[src/rtl/ysyx_22050854_mdu_pkg.sv]
// ysyx_22050854_mdu_pkg
// Shared definitions for the iterative RV64M multiply/divide unit:
//   - MULctr operation codes as produced by the decode stage
//   - FSM state enum {IDLE, CALC, FIX, DONE}
//   - iteration counts for doubleword (64) and word (32) operations
//   - small helpers for sign extension and multiply result selection
package ysyx_22050854_mdu_pkg;

    localparam int MDU_XLEN = 64;

    localparam logic [3:0] OP_MULH   = 4'b0001;
    localparam logic [3:0] OP_MULHSU = 4'b0010;
    localparam logic [3:0] OP_MULHU  = 4'b0011;
    localparam logic [3:0] OP_DIV    = 4'b0100;
    localparam logic [3:0] OP_DIVU   = 4'b0101;
    localparam logic [3:0] OP_REM    = 4'b0110;
    localparam logic [3:0] OP_REMU   = 4'b0111;
    localparam logic [3:0] OP_MULW   = 4'b1000;
    localparam logic [3:0] OP_MUL    = 4'b1001;
    localparam logic [3:0] OP_DIVW   = 4'b1100;
    localparam logic [3:0] OP_DIVUW  = 4'b1101;
    localparam logic [3:0] OP_REMW   = 4'b1110;
    localparam logic [3:0] OP_REMUW  = 4'b1111;

    localparam logic [6:0] ITER_DWORD = 7'd64;
    localparam logic [6:0] ITER_WORD  = 7'd32;

    typedef enum logic [1:0] {
        IDLE,
        CALC,
        FIX,
        DONE
    } state_t;

    function automatic logic [63:0] sext32(input logic [31:0] v);
        return {{32{v[31]}}, v};
    endfunction

    // Pick the architectural result out of a (sign-corrected) 128-bit product.
    function automatic logic [63:0] mul_select(input logic [3:0] op, input logic [127:0] p);
        logic [63:0] r;
        case (op)
            OP_MULH, OP_MULHSU, OP_MULHU: r = p[127:64];
            OP_MULW:                      r = sext32(p[31:0]);
            default:                      r = p[63:0];
        endcase
        return r;
    endfunction

endpackage

[src/rtl/ysyx_22050854_div_iter.sv]
// ysyx_22050854_div_iter
// One combinational restoring-division step.
//   rem          in   current partial remainder (always < divisor)
//   dividend_bit in   next dividend bit, MSB first
//   divisor      in   divisor magnitude
//   rem_next     out  partial remainder after this step
//   q_bit        out  quotient bit produced by this step
module ysyx_22050854_div_iter
    import ysyx_22050854_mdu_pkg::*;
(
    input  logic [MDU_XLEN-1:0] rem,
    input  logic                dividend_bit,
    input  logic [MDU_XLEN-1:0] divisor,
    output logic [MDU_XLEN-1:0] rem_next,
    output logic                q_bit
);

    logic [MDU_XLEN:0] shifted;
    logic [MDU_XLEN:0] diff;

    // One extra bit: the shifted remainder can reach 2*divisor-1, which
    // overflows 64 bits when the divisor is large.
    assign shifted  = {rem, dividend_bit};
    assign diff     = shifted - {1'b0, divisor};
    assign q_bit    = ~diff[MDU_XLEN];
    assign rem_next = q_bit ? diff[MDU_XLEN-1:0] : shifted[MDU_XLEN-1:0];

endmodule

[src/rtl/ysyx_22050854_mdu.sv]
// ysyx_22050854_mdu
// Iterative RV64M multiply/divide unit (1 bit per cycle shift-add multiply,
// restoring divide). Special cases (divide by zero, signed overflow, unused
// codes) finish through IDLE->FIX->DONE.
// Ports:
//   clk, rst_n (async active-low), flush (sync cancel)
//   in_valid/in_ready, mul_ctr[3:0], src1/src2 : request side
//   out_valid/out_ready, result                : response side
//   busy                                       : high whenever not IDLE
// Build option: define YSYX_22050854_MDU_FAST_MUL_EN to compute every multiply
// with a single-cycle product on the special path.
module ysyx_22050854_mdu #(
    parameter int XLEN = 64
) (
    input  logic            clk,
    input  logic            rst_n,
    input  logic            flush,
    input  logic            in_valid,
    output logic            in_ready,
    input  logic [3:0]      mul_ctr,
    input  logic [XLEN-1:0] src1,
    input  logic [XLEN-1:0] src2,
    output logic            out_valid,
    input  logic            out_ready,
    output logic [XLEN-1:0] result,
    output logic            busy
);
    import ysyx_22050854_mdu_pkg::*;

    state_t state_reg, state_next;

    // Request decode (combinational, from the live inputs)
    logic            op_div, op_mul, op_inval, op_word, sgn_a, sgn_b;
    logic [XLEN-1:0] a_ext, b_ext, a_mag, b_mag, spec_val, fast_val;
    logic            neg_a, neg_b, div_zero, div_ovf, special, accept;

    // Latched operation and datapath
    logic [6:0]        cnt_reg;
    logic [3:0]        op_reg;
    logic              word_reg, div_reg, special_reg, neg_q_reg, neg_r_reg;
    logic [XLEN-1:0]   spec_val_reg, result_reg;
    logic [2*XLEN-1:0] acc_reg, mcand_reg;
    logic [XLEN-1:0]   mplier_reg, rem_reg, dvd_reg, quot_reg, divisor_reg;
    logic [XLEN-1:0]   rem_next, fix_val, q_fix, r_fix, div_sel;
    logic [2*XLEN-1:0] prod_fix;
    logic              q_bit;

`ifdef YSYX_22050854_MDU_FAST_MUL_EN
    localparam logic FAST_MUL = 1'b1;
    logic [2*XLEN-1:0] fast_prod, fast_signed;
    assign fast_prod   = {{XLEN{1'b0}}, a_mag} * {{XLEN{1'b0}}, b_mag};
    assign fast_signed = (neg_a ^ neg_b) ? -fast_prod : fast_prod;
    assign fast_val    = mul_select(mul_ctr, fast_signed);
`else
    localparam logic FAST_MUL = 1'b0;
    assign fast_val = '0;
`endif

    always_comb begin
        op_div   = mul_ctr[2];
        op_mul   = mul_ctr inside {OP_MULH, OP_MULHSU, OP_MULHU, OP_MULW, OP_MUL};
        op_inval = !op_div && !op_mul;
        op_word  = mul_ctr[3] && (mul_ctr[2] || mul_ctr == OP_MULW);
        sgn_a    = mul_ctr inside {OP_MULH, OP_MULHSU, OP_DIV, OP_REM, OP_DIVW, OP_REMW};
        sgn_b    = mul_ctr inside {OP_MULH, OP_DIV, OP_REM, OP_DIVW, OP_REMW};

        a_ext = src1;
        b_ext = src2;
        if (op_word) begin
            a_ext = sgn_a ? sext32(src1[31:0]) : {32'b0, src1[31:0]};
            b_ext = sgn_b ? sext32(src2[31:0]) : {32'b0, src2[31:0]};
        end
        neg_a = sgn_a & a_ext[XLEN-1];
        neg_b = sgn_b & b_ext[XLEN-1];
        a_mag = neg_a ? -a_ext : a_ext;
        b_mag = neg_b ? -b_ext : b_ext;

        div_zero = op_div && (b_ext == '0);
        // Only signed divides (which are exactly the divides with sgn_b) can overflow.
        div_ovf  = op_div && sgn_b && (b_ext == '1) &&
                   (a_ext == (op_word ? 64'hFFFF_FFFF_8000_0000 : 64'h8000_0000_0000_0000));
        special  = op_inval || div_zero || div_ovf || (FAST_MUL && op_mul);

        spec_val = '0;
        if (div_zero)
            spec_val = mul_ctr[1] ? (op_word ? sext32(src1[31:0]) : src1) : '1;
        else if (div_ovf)
            spec_val = mul_ctr[1] ? '0 : a_ext;
        else if (op_mul)
            spec_val = fast_val;
    end

    assign accept = (state_reg == IDLE) && in_valid && !flush;

    // Next state
    always_comb begin
        state_next = state_reg;
        case (state_reg)
            IDLE: if (accept) state_next = special ? FIX : CALC;
            CALC: if (cnt_reg == 7'd1) state_next = FIX;
            FIX:  state_next = DONE;
            DONE: if (out_ready) state_next = IDLE;
            default: state_next = IDLE;
        endcase
        if (flush) state_next = IDLE;
    end

    always_ff @(posedge clk or negedge rst_n) begin
        if (!rst_n) state_reg <= IDLE;
        else        state_reg <= state_next;
    end

    ysyx_22050854_div_iter u_div_iter (
        .rem          (rem_reg),
        .dividend_bit (dvd_reg[XLEN-1]),
        .divisor      (divisor_reg),
        .rem_next     (rem_next),
        .q_bit        (q_bit)
    );

    // Sign correction and result selection for the FIX state
    always_comb begin
        prod_fix = neg_q_reg ? -acc_reg : acc_reg;
        q_fix    = neg_q_reg ? -quot_reg : quot_reg;
        r_fix    = neg_r_reg ? -rem_reg : rem_reg;
        div_sel  = op_reg[1] ? r_fix : q_fix;
        if (special_reg)
            fix_val = spec_val_reg;
        else if (div_reg)
            fix_val = word_reg ? sext32(div_sel[31:0]) : div_sel;
        else
            fix_val = mul_select(op_reg, prod_fix);
    end

    always_ff @(posedge clk or negedge rst_n) begin
        if (!rst_n) begin
            cnt_reg      <= '0;
            op_reg       <= '0;
            word_reg     <= 1'b0;
            div_reg      <= 1'b0;
            special_reg  <= 1'b0;
            neg_q_reg    <= 1'b0;
            neg_r_reg    <= 1'b0;
            spec_val_reg <= '0;
            acc_reg      <= '0;
            mcand_reg    <= '0;
            mplier_reg   <= '0;
            rem_reg      <= '0;
            dvd_reg      <= '0;
            quot_reg     <= '0;
            divisor_reg  <= '0;
            result_reg   <= '0;
        end else if (accept) begin
            cnt_reg      <= op_word ? ITER_WORD : ITER_DWORD;
            op_reg       <= mul_ctr;
            word_reg     <= op_word;
            div_reg      <= op_div;
            special_reg  <= special;
            neg_q_reg    <= neg_a ^ neg_b;
            neg_r_reg    <= neg_a;
            spec_val_reg <= spec_val;
            acc_reg      <= '0;
            mcand_reg    <= {{XLEN{1'b0}}, a_mag};
            mplier_reg   <= b_mag;
            rem_reg      <= '0;
            // Word dividends are pre-aligned so their MSB is consumed first.
            dvd_reg      <= op_word ? {a_mag[31:0], 32'b0} : a_mag;
            quot_reg     <= '0;
            divisor_reg  <= b_mag;
        end else if (state_reg == CALC) begin
            cnt_reg <= cnt_reg - 7'd1;
            if (div_reg) begin
                rem_reg  <= rem_next;
                quot_reg <= {quot_reg[XLEN-2:0], q_bit};
                dvd_reg  <= {dvd_reg[XLEN-2:0], 1'b0};
            end else begin
                if (mplier_reg[0]) acc_reg <= acc_reg + mcand_reg;
                mcand_reg  <= {mcand_reg[2*XLEN-2:0], 1'b0};
                mplier_reg <= {1'b0, mplier_reg[XLEN-1:1]};
            end
        end else if (state_reg == FIX && !flush) begin
            result_reg <= fix_val;
        end
    end

    assign in_ready  = (state_reg == IDLE);
    assign out_valid = (state_reg == DONE);
    assign busy      = (state_reg != IDLE);
    assign result    = result_reg;

endmodule

[config.mk]
export PLATFORM = sky130hd
export DESIGN_NAME = ysyx_22050854_mdu
export DESIGN_NICKNAME = d
export VERILOG_FILES = /design/src/rtl/ysyx_22050854_mdu_pkg.sv /design/src/rtl/ysyx_22050854_div_iter.sv /design/src/rtl/ysyx_22050854_mdu.sv
export SDC_FILE = /design/constraint.sdc
export NUM_CORES = 2
export LEC_CHECK = 0
export CORE_ASPECT_RATIO = 0.9
export CORE_MARGIN = 4
export CORE_UTILIZATION = 45
export CTS_CLUSTER_SIZE = 10
export DETAILED_ROUTE_END_ITERATION = 7
export GPL_ROUTABILITY_DRIVEN = 0
export PLACE_DENSITY = 0.7
export SLEW_MARGIN = 5
export SYNTH_ARGS = -nofsm -noshare
export SYNTH_HDL_FRONTEND = slang
export SYNTH_HIERARCHICAL = 1
export SYNTH_SLANG_ARGS = --single-unit
[constraint.sdc]
create_clock -name clk -period 5.6 [get_ports clk]
set_input_delay 1.12 -clock clk [delete_from_list [all_inputs] [get_ports clk]]
set_output_delay 1.12 -clock clk [all_outputs]
set_load 0.01 [all_outputs]
==> flow_summary.json <==
{
  "ant_nets": 0,
  "critPathArrivalTime_ns": 5.65,
  "synth_flop_cell": "dfrtp_1",
  "peakVddDrop_mv": 0.6226,
  "cp-endpoint": "result[26]",
  "nets": 7307,
  "cts_max_path_buffers": 3,
  "grtUsageTotal_pct": 32.19,
  "gr-total-overflow": 0,
  "grt_max_degree": 194,
  "slew_viol_final": 0,
  "rsz0062_at_grt": "false",
  "drc": 13,
  "powerDensity_mw_per_mm2": 596.3,
  "clk_pin_slew_ns": 0.06,
  "ctsResizeCount": 0,
  "yosys.area.top_type_share_pct": 33.48,
  "drt_iter0_markers": 8653,
  "synth_seq_cells": 721,
  "reg2reg_slack_ns": 0.55,
  "die_h_um": 336.3,
  "wl_um": 211000,
  "fin_setup_tns_ns": 0,
  "cts.sinks": 721,
  "skew_ns": 0.03783,
  "reg2reg_to": "result[26]",
  "async_flop_share_pct": 100.0,
  "finalCriticalPeriod_ns": 5.052,
  "fmax_ghz": 0.1979,
  "layout-drive-gt1-share_pct": 5.369,
  "layout_worst_path_cycle_share_pct": 90.22,
  "nFillCells": 11410,
  "crit_chain": "or3_1 -> nor3_1 -> and3b_1 -> nand4_1 -> or2_1 -> or4_1 -> o41ai_1 -> xnor2_1 -> o21ai_0 -> a21oi_1 -> a21oi_1 -> o21ai_1",
  "worst_setup_path_end_kind": "flip-flop",
  "syn_area_mm2": 0.05388,
  "area_growth_pct": 11.06,
  "io_pins": 204,
  "dr.pass1.iters": 8,
  "clockRootBuffer": "clkbuf_16",
  "grt_pass1_wl_um": 312900,
  "synth_fp_nets": 7362,
  "via_per_inst": 6.412,
  "crit_path_start_kind": "flip-flop",
  "setup_viol": 0,
  "tightest_slew_ns": 1.338,
  "place_hpwl_um": 159200,
  "hold_violations": 0,
  "synth-warning-count": 6,
  "yosysUniqueCellTypes": 95,
  "synth.area.top_cells": "dfrtp_1 (33%), nand2_1 (9.5%), a21oi_1 (8.2%), o21ai_0 (5.3%), ha_1 (4.7%)",
  "outcome": "finished, violations left",
  "worstReg2RegStart": "acc_reg[26]",
  "netlist_instances": 7020,
  "wl_per_cell_um": 24.51,
  "critPathRequiredTime_ns": 6.20,
  "dieArea_mm2": 0.1253,
  "hold_class": "in -> async",
  "cpMaxStageDelayCell": "nor3_1",
  "cts_setup_buffers": 0,
  "worstSkewPairLatency_ns": 0.71,
  "htree_levels": 3,
  "ff2ff_path_depth": 12,
  "die_w_um": 372.8,
  "start_util_pct": 45.31,
  "grt_pass1_vias": 49550,
  "cp_max_fo": 12,
  "maxCapViolations": 0,
  "seq_area_frac_synth_pct": 33.48,
  "cpPeakStageDelay_ns": 0.72,
  "total_power_mw": 35.68,
  "rows": 120,
  "cts_buffers": 87,
  "grt_antenna_before_repair": 25,
  "io_buffers": 203,
  "core-area_mm2": 0.1189,
  "vias": 55180,
  "path_common_cell": "a21oi_1",
  "postSynthAreaPerCell_um2": 7.676,
  "synth_area_leader_cell": "dfrtp_1",
  "hold_buffers": 0,
  "critPathKind": "reg -> reg",
  "maxSlewHeadroom_pct": 10.45,
  "violations": "design-rule violations",
  "p_leak_nw": 25.46,
  "synth_edf_count": 0,
  "tritoncts": "yes",
  "startpoint": "acc_reg[26]"
}
## cell type report
| type | count | area, µm² | area share [%] |
|---|---|---|---|
| Clock buffer | 114 | 2410 | 4.027 |
| Multi-Input combinational cell | 5674 | 33540 | 56.05 |
| Tap cell | 1586 | 1984 | 3.316 |
| Timing Repair Buffer | 312 | 3055 | 5.106 |
| Antenna cell | 17 | 42.54 | 0.07109 |
| Clock inverter | 13 | 122.6 | 0.2049 |
| Sequential cell | 721 | 18050 | 30.17 |
| Inverter | 169 | 634.4 | 1.060 |
## cells in the mapped netlist, drive strengths merged (44+ instances only)
master and count:
o21bai 68, mux2i 68, a211oi 62, xor2 255, a31oi 78, clkbuf 411
nor4 44, nor3 138, a21o 91, buf 45, o21ai 581, nand3 100
dfrtp 721, inv 169, o41ai 46, and3 97, ha 203, nor2 468
nand4 113, nand2 1367, or4 49, or3 79, mux2 57, o31ai 102
xnor2 267, a21oi 885
## critical path, delay by kind of cell (launching register included)
| kind | cells | cell delay, ns |
|---|---|---|
| AOI/OAI and AO/OA | 5 | 1.37 |
| xor gates and xnor gates | 1 | 0.19 |
| DFF | 1 | 0.45 |
| and+or+nand+nor | 6 | 2.95 |
## per-stage QoR
stage	std cells	hold slack [ns]	area, µm²	setup WS (ns)	util [%]
after global routing	8602	0.4950	59830	0.3730	50.32
after global placement	8462	0.4560	57270	0.4257	48.16
after floorplan	7020	0.4412	53880	1.308	-
final	8606	0.4695	59840	0.5477	50.32
after detailed placement	8462	0.4648	57270	0.3681	48.16
after CTS	8589	0.4783	59800	0.8923	50.29
## worst min path at each step
| stage | to |
|---|---|
| 6_report | acc_reg[102] |
| 5_1_grt | divisor_reg[49] |
| 4_1_cts | divisor_reg[35] |
| 3_5_place_dp | divisor_reg[35] |
| 3_3_place_gp | result[2] |
| 2_1_floorplan | spec_val_reg[14] |
## cell usage in the layout (no fill, tap or decap), types with 41 or more instances in the layout
master / synthesis / layout
a31oi_1: 78 / 78
or3_1: 73 / 73
nand3_1: 100 / 99
nor4_1: 43 / 43
or4_1: 46 / 46
nand2_1: 1367 / 1362
buf_4: 0 / 93
o21ai_0: 574 / 572
mux2i_1: 68 / 68
o22ai_1: 41 / 41
nand2b_1: 42 / 42
o21bai_1: 68 / 68
o31ai_1: 99 / 99
clkdlybuf4s50_1: 0 / 202
nor2_1: 468 / 463
a21o_1: 91 / 91
inv_1: 169 / 169
ha_1: 203 / 203
clkbuf_16: 0 / 88
xnor2_1: 266 / 266
dfrtp_1: 721 / 716
o211ai_1: 41 / 41
mux2_4: 56 / 56
nor3_1: 137 / 136
o41ai_1: 46 / 46
and3_1: 97 / 96
nand4_1: 112 / 112
a21oi_1: 882 / 882
xor2_1: 255 / 255
a211oi_1: 60 / 60
## power by group
part	internal [mW]	switching (mW)	leakage [nW]
sequential	6.76	2.27	9.34
combinational	7.90	13.4	14.9
clock	2.99	2.37	1.24
total	17.7	18.0	25.5
## kinds of logic after synthesis
family                   Yosys count  share of synthesized area, %
AO/OA/AOI/OAI                   2189                         23.99
XOR/XNOR                         522                         8.520
adder cells (fa/ha/maj)          205                         4.788
buffers and inverters            625                         4.458
flip-flops                       721                         33.48
multiplexers                     125                         2.845
AND/OR/NAND/NOR                 2633                         21.91
## metal layers
layer,GRT usage (%),routed length (µm),up-vias
li1,-,-,24720
met1,44.45,85910,26440
met2,43.63,82250,3414
met3,14.81,33260,603
met4,11.92,9440,8
met5,0,103,-
No activity file was read; power rests on OpenSTA's default activity.
